===== config.mk =====
export PLATFORM = sky130hd
export DESIGN_NAME = dct_transpose_buf_flat
export DESIGN_NICKNAME = d
export VERILOG_FILES = /design/src/rtl/dct_transpose_buf_pkg.sv /design/src/rtl/dct_transpose_buf_if.sv /design/src/rtl/dct_transpose_buf_bank.sv /design/src/rtl/dct_transpose_buf.sv /design/src/flat_wrapper.sv
export SDC_FILE = /design/constraint.sdc
export NUM_CORES = 2
export LEC_CHECK = 0
export ABC_AREA = 1
export CORE_MARGIN = 2
export CORE_UTILIZATION = 57
export CTS_BUF_LIST = sky130_fd_sc_hd__clkbuf_16
export CTS_CLUSTER_SIZE = 25
export DETAILED_ROUTE_END_ITERATION = 7
export PLACE_DENSITY_LB_ADDON = 0.08
export SLEW_MARGIN = 20
export SYNTH_ARGS = -nofsm -noshare
export SYNTH_HDL_FRONTEND = slang
export SYNTH_SLANG_ARGS = --single-unit
export TNS_END_PERCENT = 10

===== constraint.sdc =====
create_clock -name i_clk -period 2.85 [get_ports i_clk]
set_input_delay 0.285 -clock i_clk [delete_from_list [all_inputs] [get_ports i_clk]]
set_output_delay 0.285 -clock i_clk [all_outputs]
set_load 0.01 [all_outputs]

===== src/rtl/dct_transpose_buf_pkg.sv =====
// Shared constants, index type and read-FSM encoding for the DCT transpose buffer.
package dct_pkg;

  localparam int DCT_N      = 8;
  localparam int DCT_COEF_W = 16;

  typedef logic [$clog2(DCT_N*DCT_N)-1:0] dct_idx_t;

  typedef enum logic {
    IDLE = 1'b0,
    READ = 1'b1
  } rd_state_t;

endpackage


===== src/rtl/dct_transpose_buf_if.sv =====
// Stream bundle between the row-pass DCT, the transpose buffer and the column-pass DCT.
// Optional i_sof framing input exists only when DCT_TRANSPOSE_SOF_EN is defined.
interface dct_transpose_buf_if
  import dct_pkg::*;
#(
  parameter int DATA_WIDTH = DCT_COEF_W
);

  logic                  i_valid;
`ifdef DCT_TRANSPOSE_SOF_EN
  logic                  i_sof;
`endif
  logic [DATA_WIDTH-1:0] i_data;
  logic                  o_valid;
  logic [DATA_WIDTH-1:0] o_data;
  logic                  o_last;

  modport master (
    output i_valid,
`ifdef DCT_TRANSPOSE_SOF_EN
    output i_sof,
`endif
    output i_data,
    input  o_valid,
    input  o_data,
    input  o_last
  );

  modport slave (
    input  i_valid,
`ifdef DCT_TRANSPOSE_SOF_EN
    input  i_sof,
`endif
    input  i_data,
    output o_valid,
    output o_data,
    output o_last
  );

endinterface


===== src/rtl/dct_transpose_buf_bank.sv =====
// One transpose bank: simple dual-port RAM with a single write port and a registered read port.
module dct_tbuf_bank #(
  parameter int DATA_WIDTH = 16,
  parameter int DEPTH      = 64,
  parameter int AW         = $clog2(DEPTH)
) (
  input  logic                  clk,
  input  logic                  wr_en,
  input  logic [AW-1:0]         wr_addr,
  input  logic [DATA_WIDTH-1:0] wr_data,
  input  logic [AW-1:0]         rd_addr,
  output logic [DATA_WIDTH-1:0] rd_data
);

  logic [DATA_WIDTH-1:0] mem [DEPTH];

  // Contents are deliberately not reset so this maps onto block RAM.
  always_ff @(posedge clk) begin
    if (wr_en) mem[wr_addr] <= wr_data;
    rd_data <= mem[rd_addr];
  end

endmodule


===== src/rtl/dct_transpose_buf.sv =====
// Ping-pong transpose buffer: row-major block in, column-major block out, two banks.
// Define DCT_TRANSPOSE_SOF_EN to add i_sof block re-alignment on the write side.
module dct_transpose_buf
  import dct_pkg::*;
#(
  parameter int DATA_WIDTH = DCT_COEF_W,
  parameter int N          = DCT_N
) (
  input  logic              i_clk,
  input  logic              i_rst,
  dct_transpose_buf_if.slave bus
);

  localparam int LN = $clog2(N);
  localparam int IW = 2 * LN;
  localparam logic [IW-1:0] LAST_IDX = IW'(N*N - 1);

  logic [IW-1:0]         wi, wi_nxt;
  logic [IW-1:0]         wr_addr;
  logic                  wr_bank, wr_bank_nxt;
  logic                  wr_done;
  logic                  sof;
  logic                  wr_en0, wr_en1;

  logic [1:0]            full, full_nxt, full_eff;

  rd_state_t             state, state_nxt;
  logic [IW-1:0]         ri, ri_nxt;
  logic                  rd_bank, rd_bank_nxt;
  logic                  rd_release;
  logic [IW-1:0]         rd_addr;
  logic [DATA_WIDTH-1:0] rd_data0, rd_data1, rd_data;

  logic                  out_valid, out_last;
  logic [DATA_WIDTH-1:0] out_data;

`ifdef DCT_TRANSPOSE_SOF_EN
  assign sof = bus.i_valid & bus.i_sof;
`else
  assign sof = 1'b0;
`endif

  always_comb begin
    wi_nxt      = wi;
    wr_bank_nxt = wr_bank;
    wr_done     = 1'b0;
    if (bus.i_valid) begin
      if (sof) begin
        wi_nxt = IW'(1);
      end else if (wi == LAST_IDX) begin
        wr_done     = 1'b1;
        wi_nxt      = '0;
        wr_bank_nxt = ~wr_bank;
      end else begin
        wi_nxt = wi + 1'b1;
      end
    end
  end

  assign wr_addr = sof ? '0 : wi;
  assign wr_en0  = bus.i_valid & ~wr_bank;
  assign wr_en1  = bus.i_valid &  wr_bank;

  // A bank finishing its last write this cycle already counts as full, so the
  // reader can start (or chain) on the same edge and meet the t+2 latency.
  assign full_eff[0] = full[0] | (wr_done & ~wr_bank);
  assign full_eff[1] = full[1] | (wr_done &  wr_bank);

  always_comb begin
    full_nxt = full;
    if (wr_done)    full_nxt[wr_bank] = 1'b1;
    if (rd_release) full_nxt[rd_bank] = 1'b0;
  end

  always_ff @(posedge i_clk or negedge i_rst) begin
    if (!i_rst) begin
      wi      <= '0;
      wr_bank <= 1'b0;
      full    <= 2'b00;
    end else begin
      wi      <= wi_nxt;
      wr_bank <= wr_bank_nxt;
      full    <= full_nxt;
    end
  end

  always_ff @(posedge i_clk or negedge i_rst) begin
    if (!i_rst) begin
      state   <= IDLE;
      ri      <= '0;
      rd_bank <= 1'b0;
    end else begin
      state   <= state_nxt;
      ri      <= ri_nxt;
      rd_bank <= rd_bank_nxt;
    end
  end

  always_comb begin
    state_nxt   = state;
    ri_nxt      = ri;
    rd_bank_nxt = rd_bank;
    rd_release  = 1'b0;
    case (state)
      IDLE: begin
        if (full_eff[rd_bank]) begin
          state_nxt = READ;
          ri_nxt    = '0;
        end
      end
      READ: begin
        if (ri == LAST_IDX) begin
          rd_release  = 1'b1;
          rd_bank_nxt = ~rd_bank;
          ri_nxt      = '0;
          if (!full_eff[~rd_bank]) state_nxt = IDLE;
        end else begin
          ri_nxt = ri + 1'b1;
        end
      end
      default: state_nxt = IDLE;
    endcase
  end

  // Address is issued from the next-state index so the registered RAM output
  // lines up with the current ri: ri = {col, row}, address = {row, col}.
  assign rd_addr = {ri_nxt[LN-1:0], ri_nxt[IW-1:LN]};

  dct_tbuf_bank #(
    .DATA_WIDTH (DATA_WIDTH),
    .DEPTH      (N*N),
    .AW         (IW)
  ) u_bank0 (
    .clk     (i_clk),
    .wr_en   (wr_en0),
    .wr_addr (wr_addr),
    .wr_data (bus.i_data),
    .rd_addr (rd_addr),
    .rd_data (rd_data0)
  );

  dct_tbuf_bank #(
    .DATA_WIDTH (DATA_WIDTH),
    .DEPTH      (N*N),
    .AW         (IW)
  ) u_bank1 (
    .clk     (i_clk),
    .wr_en   (wr_en1),
    .wr_addr (wr_addr),
    .wr_data (bus.i_data),
    .rd_addr (rd_addr),
    .rd_data (rd_data1)
  );

  assign rd_data = rd_bank ? rd_data1 : rd_data0;

  always_ff @(posedge i_clk or negedge i_rst) begin
    if (!i_rst) begin
      out_valid <= 1'b0;
      out_last  <= 1'b0;
      out_data  <= '0;
    end else begin
      out_valid <= (state == READ);
      out_last  <= (state == READ) && (ri == LAST_IDX);
      if (state == READ) out_data <= rd_data;
    end
  end

  assign bus.o_valid = out_valid;
  assign bus.o_last  = out_last;
  assign bus.o_data  = out_data;

endmodule


===== src/flat_wrapper.sv =====
// flat-port wrapper written by rule: the top's interface ports become plain ports
module dct_transpose_buf_flat import dct_pkg::*;
#(
  parameter int DATA_WIDTH = DCT_COEF_W,
  parameter int N          = DCT_N
)
  (i_clk, i_rst, bus_i_valid, bus_i_data, bus_o_valid, bus_o_data, bus_o_last);
  dct_transpose_buf_if #(.DATA_WIDTH(DATA_WIDTH)) bus_i ();
  input  logic i_clk;
  input  logic i_rst;
  input wire logic [$bits(bus_i.i_valid)-1:0] bus_i_valid;
  input wire logic [$bits(bus_i.i_data)-1:0] bus_i_data;
  output wire logic [$bits(bus_i.o_valid)-1:0] bus_o_valid;
  output wire logic [$bits(bus_i.o_data)-1:0] bus_o_data;
  output wire logic [$bits(bus_i.o_last)-1:0] bus_o_last;
  assign bus_i.i_valid = bus_i_valid;
  assign bus_i.i_data = bus_i_data;
  assign bus_o_valid = bus_i.o_valid;
  assign bus_o_data = bus_i.o_data;
  assign bus_o_last = bus_i.o_last;
  dct_transpose_buf #(.DATA_WIDTH(DATA_WIDTH), .N(N)) u_core (.i_clk(i_clk), .i_rst(i_rst), .bus(bus_i));
endmodule

==> summary.md <==
| Metric | Value |
|---|---|
| Status | `finished, violations left` |
| Violated checks | `negative setup slack` |
| Vias in the first global route | `~63,000` |
| Register area | `~0.063 sq mm` |
| Skew final | `~0.035 ns` |
| Hold_sp | `bus_i_data[5]` |
| Slew Limit Fails | `0` |
| Tcrit/Tclk final | `102.1%` |
| Clock buffer depth | `3` |
| Port buffer count | `36` |
| Via count | `around 67,000` |
| Register area share after synthesis | `68.00%` |
| Initial core utilization | `a little under three fifths` |
| Residual DRC | `0` |
| WP data required | `3.64 ns` |
| Peak Freq | `around 0.34 GHz` |
| Dpl cells | `10,630` |
| Met2 routed WL | `132,600 microns` |
| CP endpoint | `u_core.u_bank0.rd_data[7]$_DFF_P_` |
| Die W | `407.2 microns` |
| IO Pins | `37` |
| Critical path data arrival time | `around 3.7 ns` |
| Routed met3 length | `roughly 31,000 microns` |
| Yosys cell types | `28` |
| Pleak | `0.04441 uW` |
| Max H-tree Level | `4` |
| Clk slew on worst S/H paths | `roughly 0.06 ns` |
| Critical path class | `flop to flop` |
| Endpoints failing setup | `14` |
| First-pass GRT wire length | `around 420,000 microns` |
| Max VDD drop | `878.5 uV` |
| Wire length per cell | `approximately 26 microns` |
| Highest metal used | `met5` |
| Worst Max-Slew Pin Slew | `1.134 ns` |
| Reg2Reg Setup Slack | `-0.06 ns` |
| Largest cells by area after synthesis | `edfxtp_1 66%, nand3_1 11%, nand3b_1 5.7%` |
| Area of the multi-input gates | `roughly 0.024 sq mm` |
| Synth warn | `0` |
| Detailed Route WL | `just under 300,000 microns` |
| Async S/R FF share, synth | `about 1.7%` |
| Synth top cells by count | `2,124 x nand3_1, 2,048 x edfxtp_1, 1,364 x nand2_1` |
| Final count of hold timing violations | `0` |
| Synth area leader | `edfxtp_1` |
| Synth Net Count | `8,385` |
| Largest net degree at the start of global routing | `around 130` |
| Final net count | `around 8,800` |
| Setup TNS | `-0.4175 ns` |
| Clock sink count | `about 2,100` |
| Clock latency at the later pin of the worst-skew pair | `0.87 ns` |
| Die ar. | `0.1658 sq mm` |
| Pwr Density | `between 1000 and 1500 mW/mm^2` |
| Hold slack final | `between 0.06 and 0.07 ns` |
| Core area | `approximately 0.16 sq mm` |
| Initial antenna violation count | `11` |
| Fraction of layout cells with a size suffix above 1 | `about 16%` |
| First drt pass iteration count | `6` |
| Worst reg2reg path endpoint | `u_core.u_bank0.rd_data[7]$_DFF_P_` |
| Register bit total from synthesis | `2,115` |
| Place WS | `-0.7542 ns` |
| CTS Root Cell | `clkbuf_16` |
| Post-layout minimum cycle time | `approximately 2.9 ns` |
| Critical Path Source | `u_core.wi[0]$_DFFE_PN0P_` |
| Post-detail-place hpwl | `between 150,000 and 200,000 microns` |
| Setup crit end kind | `flop` |
| Initial DRC Count | `9,789` |
| Synth-to-layout area growth | `20.54%` |
| RSZ-0062 raised after global routing | `yes` |
| Reg-to-reg startpoint | `u_core.wi[0]$_DFFE_PN0P_` |
| Power, Total | `roughly 120,000 uW` |
| Post-Layout Cell Count | `11,120` |
| Ys flop type | `edfxtp_1` |
| Crit-path max FO | `30` |
| Most frequent cell after synthesis | `nand3_1` |
| Total track usage | `between 30% and 40%` |
| Row count | `147` |
| Top cell type's share of synthesized area | `between 60% and 70%` |
| Worst setup SP type | `flop` |
| Grt total ovfl | `0` |
| Number of synthesized flops with an enable pin | `just over 2,000` |
| Mean area per synthesized cell | `11.08 sq um` |
| Placer Congestion | `between 0.8 and 0.9` |
| DRT met1 WL | `~110,000 microns` |
| Post-Syn Area | `~0.09 sq mm` |
| Clock buffer count from CTS | `210` |
| Die height | `407.2 microns` |
| CTS tree | `done` |
| Relative slew slack | `between 20 and 25%` |
| Filler instances | `between 10,000 and 15,000` |
| Max_cap viols | `0` |
| Worst r2r path cells | `18` |
| Final ANT Viol Nets | `0` |
| Worst Hold Class | `input pin to flop` |
| Cells after Synth | `about 8,400` |
| Routed vias/inst | `around 6.0` |
| Final setup margin | `-0.05970 ns` |
-- metal layers --
| metal | vias up | global-route usage [%] |
|---|---|---|
| met5 | - | 0 |
| met4 | 8 | 14.08 |
| met3 | 554 | 6.071 |
| met2 | 4041 | 52.31 |
| met1 | 32750 | 48.67 |
| li1 | 29520 | - |
-- worst min path at each step --
| stage | end | slack, ns | depth (start not counted) |
|---|---|---|---|
| 2_1_floorplan | u_core.bus.o_data[0]$_DFFE_PN0P_ | -0.01 | 0 |
| 3_3_place_gp | u_core.bus.o_data[1]$_DFFE_PN0P_ | 0.44 | 1 |
| 3_5_place_dp | u_core.bus.o_data[1]$_DFFE_PN0P_ | 0.44 | 1 |
| 4_1_cts | u_core.u_bank0.mem[35][14]$_DFFE_PP_ | 0.06 | 2 |
| 5_1_grt | u_core.u_bank0.mem[42][5]$_DFFE_PP_ | 0.07 | 2 |
| 6_report | u_core.u_bank0.mem[42][5]$_DFFE_PP_ | 0.07 | 2 |
-- final cells by class --
| class | instances | area share, % |
|---|---|---|
| Sequential cell | 2115 | 56.41 |
| Antenna cell | 5 | 0.01120 |
| Timing Repair inverter | 1 | 0.01008 |
| Inverter | 1258 | 4.291 |
| Clock buffer | 213 | 4.772 |
| Tap cell | 2160 | 2.419 |
| Timing Repair Buffer | 771 | 9.165 |
| Clock inverter | 181 | 1.191 |
| Multi-Input combinational cell | 4419 | 21.73 |
-- power breakdown --
| group | internal [uW] | leakage (uW) | switching, uW |
|---|---|---|---|
| Sequential | 35200 | 0.0191 | 907 |
| Combinational | 21800 | 0.0219 | 37400 |
| Clock | 15100 | 0.00342 | 11900 |
-- flip-flops by register name (all words and copies together), names as in the netlist, 2 cells and up --
name and flops:
u_core.bus.o_data 16, u_core.full 2, u_core.ri 6, u_core.u_bank0.mem 1024, u_core.u_bank0.rd_data 16, u_core.u_bank1.mem 1024
u_core.u_bank1.rd_data 16, u_core.wi 6
-- cells in the final DEF (no fill, tap or decap), drive strengths merged, types with 38 or more instances in the layout --
master / Yosys / routed
nor2: 66 / 66
clkbuf: 115 / 227
edfxtp: 2048 / 2048
inv: 1254 / 1308
clkinv: 4 / 101
buf: 457 / 710
nand3: 2127 / 2127
nor3: 100 / 100
o21ai: 38 / 38
nand2: 1368 / 1368
nand3b: 704 / 704
-- critical path, cell delays in order, from the launching register on --
cell and delay, ns:
dfrtp_1 0.41, ha_2 0.21, nand2_1 0.11, inv_2 0.04
nand3_2 0.08, nand3_2 0.08, nand3_4 0.14, buf_12 0.13
nand2_8 0.11, clkinv_16 0.11, buf_8 0.16, buf_12 0.23
buf_6 0.19, nand3_1 0.12, nand3_1 0.10, nand3_1 0.18
nand3_1 0.19, nand3_4 0.13, nand2_1 0.10
-- through the flow --
stage / util, % / instance area [sq um]
5_1_grt: 69.40 / 111700
3_5_place_dp: 62.90 / 101200
4_1_cts: 68.28 / 109900
6_report: 69.41 / 111700
2_1_floorplan: - / 92670
3_3_place_gp: 62.90 / 101200
-- cells by family after synthesis --
family | synth area share, %
AOI/OAI and AO/OA | 0.2498
DFF | 68.00
and+or+nand+nor | 23.58
xor gates and xnor gates | 0.05671
buffers and inverters | 8.084
adders and majority gates | 0.02700
-- what timing repair did --
item                                    CTS  global route
hold buffers                             15             0
gates cloned                             23            15
endpoints found under the setup margin   32            32
gates resized for setup                 186           261
hold endpoints to repair                417             0
setup buffers                            20            26
pin swaps                                10            46
Note: power is estimated with default switching activity, not from simulation.
